===== config.mk =====
export PLATFORM = sky130hd
export DESIGN_NAME = sdram_phase_autotune
export DESIGN_NICKNAME = d
export VERILOG_FILES = /design/src/rtl/sdram_phase_autotune.sv
export SDC_FILE = /design/constraint.sdc
export NUM_CORES = 1
export LEC_CHECK = 0
export ABC_AREA = 0
export CAP_MARGIN = 30
export CORE_MARGIN = 2
export CORE_UTILIZATION = 60
export DETAILED_ROUTE_END_ITERATION = 8
export DONT_BUFFER_PORTS = 1
export PLACE_DENSITY = 0.88
export SLEW_MARGIN = 20
export SYNTH_ARGS = -nofsm -noshare
export SYNTH_HDL_FRONTEND = slang
export SYNTH_SLANG_ARGS = --single-unit

===== constraint.sdc =====
create_clock -name clk -period 6.5 [get_ports clk]
set_input_delay 0.65 -clock clk [delete_from_list [all_inputs] [get_ports clk]]
set_output_delay 0.65 -clock clk [all_outputs]
set_load 0.03 [all_outputs]

===== src/rtl/sdram_phase_autotune.sv =====
// Sweeps the ECP5 PLL SDRAM clock phase through one full period, scores each
// position from the memory tester counters, then parks it mid-way through the longest good run.
module sdram_phase_autotune #(
    parameter int PHASE_STEPS   = 32,
    parameter int STEP_PULSE    = 4,
    parameter int SETTLE_CYCLES = 4096,
    parameter int DWELL_CYCLES  = 1000000,
    parameter int MIN_PASSES    = 1
) (
    input  logic        clk,
    input  logic        rst_n,
    input  logic        start,
    input  logic [31:0] passcount,
    input  logic [31:0] failcount,
    output logic        phasedir,
    output logic        phasestep,
    output logic        phaseloadreg,
    output logic [7:0]  phase,
    output logic [63:0] good_map,
    output logic [5:0]  best_start,
    output logic [6:0]  best_len,
    output logic        busy,
    output logic        done,
    output logic        fail
);

    typedef enum logic [2:0] {
        S_IDLE, S_STEP, S_SETTLE, S_SNAP, S_DWELL, S_EVAL, S_SCAN, S_DECIDE
    } state_t;

    state_t      state_r, state_next_s;
    logic [31:0] cnt_r, cnt_next_s;
    logic [31:0] p0_r, f0_r;
    logic [7:0]  phase_r;
    logic [5:0]  pos_r, pos_inc_s;
    logic [63:0] good_map_r;
    logic [5:0]  best_start_r;
    logic [6:0]  best_len_r;
    logic        busy_r, done_r, fail_r, phasestep_r;
    logic        moving_r;
    logic [5:0]  remain_r;
    logic [6:0]  scan_i_r, run_r;

    logic        step_fall_s, step_end_s, settle_end_s, dwell_end_s, scan_last_s;
    logic        good_s, scan_bit_s;
    logic [5:0]  scan_idx_s, win_start_s, target_s;
    logic [6:0]  run_next_s;
    logic [7:0]  win_tmp_s, tgt_tmp_s;

    // Timing decodes, position scoring and the scan/centre arithmetic
    always_comb begin
        step_fall_s  = (cnt_r == 32'(STEP_PULSE - 1));
        step_end_s   = (cnt_r == 32'(2 * STEP_PULSE - 1));
        settle_end_s = (cnt_r == 32'(SETTLE_CYCLES - 1));
        dwell_end_s  = (cnt_r == 32'(DWELL_CYCLES - 1));
        scan_last_s  = (scan_i_r == 7'(2 * PHASE_STEPS - 1));
        pos_inc_s    = (pos_r == 6'(PHASE_STEPS - 1)) ? 6'd0 : pos_r + 6'd1;
        // Modular difference tolerates passcount wrap between snapshot and evaluation
        good_s       = (failcount == f0_r) && ((passcount - p0_r) >= 32'(MIN_PASSES));
        if (scan_i_r >= 7'(PHASE_STEPS)) begin
            scan_idx_s = 6'(scan_i_r - 7'(PHASE_STEPS));
        end else begin
            scan_idx_s = scan_i_r[5:0];
        end
        scan_bit_s = good_map_r[scan_idx_s];
        if (!scan_bit_s) begin
            run_next_s = 7'd0;
        end else if (run_r == 7'(PHASE_STEPS)) begin
            run_next_s = run_r;
        end else begin
            run_next_s = run_r + 7'd1;
        end
        win_tmp_s = {1'b0, scan_i_r} + 8'd1 - {1'b0, run_next_s};
        if (win_tmp_s >= 8'(PHASE_STEPS)) begin
            win_start_s = 6'(win_tmp_s - 8'(PHASE_STEPS));
        end else begin
            win_start_s = win_tmp_s[5:0];
        end
        tgt_tmp_s = {2'b00, best_start_r} + {2'b00, best_len_r[6:1]};
        if (best_len_r == 7'(PHASE_STEPS)) begin
            target_s = 6'd0;
        end else if (tgt_tmp_s >= 8'(PHASE_STEPS)) begin
            target_s = 6'(tgt_tmp_s - 8'(PHASE_STEPS));
        end else begin
            target_s = tgt_tmp_s[5:0];
        end
    end

    // Next-state selection; MOVE reuses STEP/SETTLE with moving_r set
    always_comb begin
        state_next_s = state_r;
        case (state_r)
            S_IDLE:   if (start) state_next_s = S_STEP; else state_next_s = S_IDLE;
            S_STEP:   if (step_end_s) state_next_s = S_SETTLE; else state_next_s = S_STEP;
            S_SETTLE: begin
                if (!settle_end_s) begin
                    state_next_s = S_SETTLE;
                end else if (!moving_r) begin
                    state_next_s = S_SNAP;
                end else if (remain_r == 6'd0) begin
                    state_next_s = S_IDLE;
                end else begin
                    state_next_s = S_STEP;
                end
            end
            S_SNAP:   state_next_s = S_DWELL;
            S_DWELL:  if (dwell_end_s) state_next_s = S_EVAL; else state_next_s = S_DWELL;
            S_EVAL:   if (pos_r == 6'd0) state_next_s = S_SCAN; else state_next_s = S_STEP;
            S_SCAN:   if (scan_last_s) state_next_s = S_DECIDE; else state_next_s = S_SCAN;
            S_DECIDE: begin
                if (best_len_r == 7'd0 || target_s == 6'd0) begin
                    state_next_s = S_IDLE;
                end else begin
                    state_next_s = S_STEP;
                end
            end
            default:  state_next_s = S_IDLE;
        endcase
        cnt_next_s = (state_next_s != state_r) ? 32'd0 : cnt_r + 32'd1;
    end

    // State register
    always_ff @(posedge clk or negedge rst_n) begin
        if (!rst_n) begin
            state_r <= S_IDLE;
        end else begin
            state_r <= state_next_s;
        end
    end

    // Datapath: step pulse, counter snapshots, bitmap, window search and status flags
    always_ff @(posedge clk or negedge rst_n) begin
        if (!rst_n) begin
            cnt_r        <= 32'd0;
            p0_r         <= 32'd0;
            f0_r         <= 32'd0;
            phase_r      <= 8'd0;
            pos_r        <= 6'd0;
            good_map_r   <= 64'd0;
            best_start_r <= 6'd0;
            best_len_r   <= 7'd0;
            busy_r       <= 1'b0;
            done_r       <= 1'b0;
            fail_r       <= 1'b0;
            phasestep_r  <= 1'b0;
            moving_r     <= 1'b0;
            remain_r     <= 6'd0;
            scan_i_r     <= 7'd0;
            run_r        <= 7'd0;
        end else begin
            cnt_r       <= cnt_next_s;
            phasestep_r <= (state_next_s == S_STEP) && (cnt_next_s < 32'(STEP_PULSE));
            case (state_r)
                S_IDLE: begin
                    if (start) begin
                        done_r       <= 1'b0;
                        fail_r       <= 1'b0;
                        good_map_r   <= 64'd0;
                        best_start_r <= 6'd0;
                        best_len_r   <= 7'd0;
                        pos_r        <= 6'd0;
                        busy_r       <= 1'b1;
                        moving_r     <= 1'b0;
                    end
                end
                S_STEP: begin
                    if (step_fall_s) begin
                        phase_r <= phase_r + 8'd1;
                        pos_r   <= pos_inc_s;
                        if (moving_r) begin
                            remain_r <= remain_r - 6'd1;
                        end
                    end
                end
                S_SETTLE: begin
                    if (settle_end_s && moving_r && remain_r == 6'd0) begin
                        done_r   <= 1'b1;
                        busy_r   <= 1'b0;
                        moving_r <= 1'b0;
                    end
                end
                S_SNAP: begin
                    p0_r <= passcount;
                    f0_r <= failcount;
                end
                S_DWELL: begin
                    p0_r <= p0_r;
                end
                S_EVAL: begin
                    good_map_r[pos_r] <= good_s;
                    scan_i_r          <= 7'd0;
                    run_r             <= 7'd0;
                end
                S_SCAN: begin
                    run_r    <= run_next_s;
                    scan_i_r <= scan_i_r + 7'd1;
                    // Strict compare keeps the earliest window on ties
                    if (run_next_s > best_len_r) begin
                        best_len_r   <= run_next_s;
                        best_start_r <= win_start_s;
                    end
                end
                S_DECIDE: begin
                    if (best_len_r == 7'd0) begin
                        fail_r <= 1'b1;
                        busy_r <= 1'b0;
                    end else if (target_s == 6'd0) begin
                        done_r <= 1'b1;
                        busy_r <= 1'b0;
                    end else begin
                        moving_r <= 1'b1;
                        remain_r <= target_s;
                    end
                end
                default: begin
                    busy_r <= 1'b0;
                end
            endcase
        end
    end

    assign phasedir     = 1'b0;
    assign phaseloadreg = 1'b0;
    assign phasestep    = phasestep_r;
    assign phase        = phase_r;
    assign good_map     = good_map_r;
    assign best_start   = best_start_r;
    assign best_len     = best_len_r;
    assign busy         = busy_r;
    assign done         = done_r;
    assign fail         = fail_r;

endmodule


==> metrics.md <==
| Metric | Value |
|---|---|
| Outcome | `finished clean` |
| Top cells by area, synth | `dfrtp_1 (38%), mux2_2 (5.8%), ha_1 (5.8%)` |
| # resized after CTS | `0` |
| Vias per cell | `6.54` |
| Fin crit share | `slightly below 90%` |
| Buffers on Ports | `0` |
| Synth async-reset ratio | `100%` |
| Mean post-synth cell area | `9.66 µm²` |
| Area growth, synth to finish | `7.13%` |
| Required @ worst endpoint | `6900 ps` |
| Pint | `0.00236 W` |
| CP Launch Point | `scan_i_r[0]$_DFFE_PN0P_` |
| H-tree levels | `1` |
| Peak VDD IR | `0.212 mV` |
| M2 GR Usage | `43.7%` |
| Critical path type | `reg -> reg` |
| FF-to-FF Start | `scan_i_r[0]$_DFFE_PN0P_` |
| Achievable Freq | `roughly 180 MHz` |
| Pwr dens | `203 nW/µm²` |
| Vias in the first global route | `11131` |
| Total GRT Usage | `27.3%` |
| Clk buf depth | `3` |
| Skew final | `15.5 ps` |
| Routability cong. | `just over 0.9` |
| Mapped Area | `14300 µm²` |
| CP startpoint kind | `flop` |
| Fin. Hold Viols | `0` |
| CP Capture Type | `flop` |
| Clock Latency Late Sink | `520 ps` |
| Initial antenna violation count | `0` |
| Post-Syn Instances | `1478` |
| Clock transition at the registers of the reported paths | `about 60 ps` |
| Non-filler cells, final | `roughly 1800` |
| Post-synth cell types | `74` |
| First-pass GRT wire length | `55400 µm` |
| Post-CTS Setup Inserts | `0` |
| FP Rows | `56` |
| Layout cells sized above 1 | `~17%` |
| Sequential share of power | `between 40 and 50%` |
| DRT iter0 DRCs | `~1000` |
| Worst-margin pin slew | `924 ps` |
| Synth Flop Type | `dfrtp_1` |
| Switching power | `around 0.00074 W` |
| Overflow left after global routing | `0` |
| Number of CTS-inserted buffers | `24` |
| Die Footprint | `around 25000 µm²` |
| Max-cap violations | `0` |
| Post-Route Setup TNS | `0 ps` |
| Residual DRC | `0` |
| Power share of the clock group | `46.2%` |
| Post-synth EDFFs | `0` |
| Final count of negative-setup-slack endpoints | `0` |
| Global Route met1 Usage | `35.0%` |
| Detailed Place HPWL | `24400 µm` |
| Cells on worst reg2reg path | `18` |
| DR pass1 iterations | `5` |
| Unrepaired setup endpoints after global routing | `no` |
| R2r setup slk | `about 840 ps` |
| Nets@finish | `1570` |
| Leakage | `6.43 nW` |
| Via count | `11580` |
| Largest net degree at the start of global routing | `216` |
| Final wirelength | `35200 µm` |
| Min-delay worst type | `in -> async` |
| Number of I/O pins | `158` |
| Max Slew Vio Count | `0` |
| Post-synth top cells | `dfrtp_1 (215), nor2_1 (110), nand2_1 (109)` |
| Placed cells | `1721` |
| WHS | `38.2 ps` |
| Hold-fix buffers, CTS | `1` |
| Most common cell in the netlist | `dfrtp_1` |
| Yosys top cell area share | `37.7%` |
| Synth area leader | `dfrtp_1` |
| Core Footprint | `23400 µm²` |
| Crit path DAT | `6060 ps` |
| Crit path time final | `about 5700 ps` |
| Combinational fraction of design power | `approximately a tenth` |
| Rel. slew slack | `38.4%` |
| Synth Register Bits | `215` |
| Final ANT Viol Nets | `0` |
| Antenna diodes | `0` |
| DIE HEIGHT | `158 µm` |
| Sequential fraction of the synthesis area | `37.7%` |
| Die width | `around 160 µm` |
| Wire length per cell | `19.9 µm` |
| Synth warnings | `0` |
| CTS sink count | `215` |
| Crit-path max FO | `12` |
| CTS tree | `yes` |
| Starting density of the core | `61.0%` |
| Root Driver | `clkbuf_16` |
| Met3 usage | `8.24%` |
| Sw Share | `23.9%` |
| GR peak layer | `met2` |
-- placed cells by master (no fill, tap or decap), types with 8 or more instances in the layout --
cell / instances
nor3_1: 37
clkbuf_16: 25
mux2_2: 74
nor4_1: 16
o21ai_0: 44
nand2b_1: 16
a21o_1: 23
o211ai_1: 26
dfrtp_1: 215
xnor2_1: 68
ha_1: 66
or2_2: 14
o31ai_1: 9
o31ai_2: 44
o21a_1: 12
a31oi_1: 17
xor2_1: 29
nand3b_1: 8
o21ai_2: 17
inv_1: 70
nand3_1: 100
or3_1: 25
nand2_1: 107
mux4_2: 20
a21oi_1: 48
nor2_1: 110
nand4_1: 31
and3_1: 14
nor2b_1: 12
-- worst paths after layout --
path                                                end
worst max-delay path            best_len[2]$_DFFE_PN0P_
worst min-delay path               state_r[0]$_DFF_PN0_
worst max register to register  best_len[2]$_DFFE_PN0P_
worst min register to register     p0_r[25]$_DFFE_PN0N_
max in group asynchronous           p0_r[6]$_DFFE_PN0N_
min in group clk                    f0_r[0]$_DFFE_PN0N_
-- flip-flops by register name, indices dropped and copies added (netlist names) --
name,cells
best_len,7
best_start,6
busy,1
cnt_r,32
done,1
f0_r,32
fail,1
good_map,64
moving_r,1
p0_r,32
phase,8
phasestep,1
pos_r,6
remain_r,6
run_r,7
scan_i_r,7
state_r,3
-- per-layer routing --
| metal | wire length [µm] | share of wire [%] |
|---|---|---|
| met5 | 0 | 0 |
| met4 | 1320 | 3.8 |
| met3 | 3460 | 9.8 |
| met2 | 16400 | 47 |
| met1 | 14000 | 40 |
-- per-stage QoR --
step / utilization, % / worst slack (ps) / power [W] / instance area (µm²)
6_report: 65.3 / 842 / 0.00310 / 15300
5_1_grt: 65.3 / 423 / 0.00321 / 15300
4_1_cts: 65.0 / 817 / 0.00311 / 15200
3_5_place_dp: 61.4 / 870 / 0.00166 / 14400
3_3_place_gp: 61.4 / 1020 / 0.00165 / 14400
2_1_floorplan: - / 1540 / 0.00161 / 14300
-- power groups by stage --
stage	combinational (W)	sequential [W]	clock, W
CTS	0.000292	0.00137	0.00145
global placement	0.000254	0.00139	0
global route	0.000330	0.00137	0.00150
detailed placement	0.000261	0.00139	0
finish	0.000297	0.00137	0.00143
floorplan	0.000219	0.00139	0
-- worst max-delay path, stage by stage (launching register included) --
cell and delay, ps:
dfrtp_1 760, buf_4 360, mux4_2 530, mux4_2 520
mux2i_1 160, nor2_1 60, a21oi_1 290, nand2b_1 240
nand2b_1 180, inv_1 50, ha_1 280, o21a_1 110
o21a_1 160, o21a_1 160, o21a_1 160, o21a_1 160
o221ai_1 490, and2_1 470, mux2_2 390
-- logic make-up after synthesis --
kind of cell,synth area share (%)
buffers and inverters,4.67
AND/OR/NAND/NOR,18.8
multiplexers,9.48
AO/OA/AOI/OAI,17.2
XOR/XNOR,5.95
flip-flops,37.7
other,0.0263
adder cells (fa/ha/maj),6.21
-- final cells by class --
| type | instances | area [µm²] |
|---|---|---|
| Multi-Input combinational cell | 1110 | 8260 |
| Fill cell | 1785 | 8110 |
| Sequential cell | 215 | 5380 |
| Tap cell | 319 | 399 |
| Clock inverter | 7 | 116 |
| Timing Repair Buffer | 13 | 158 |
| Clock buffer | 36 | 717 |
| Inverter | 70 | 263 |
(Power assumes the default switching activity.)
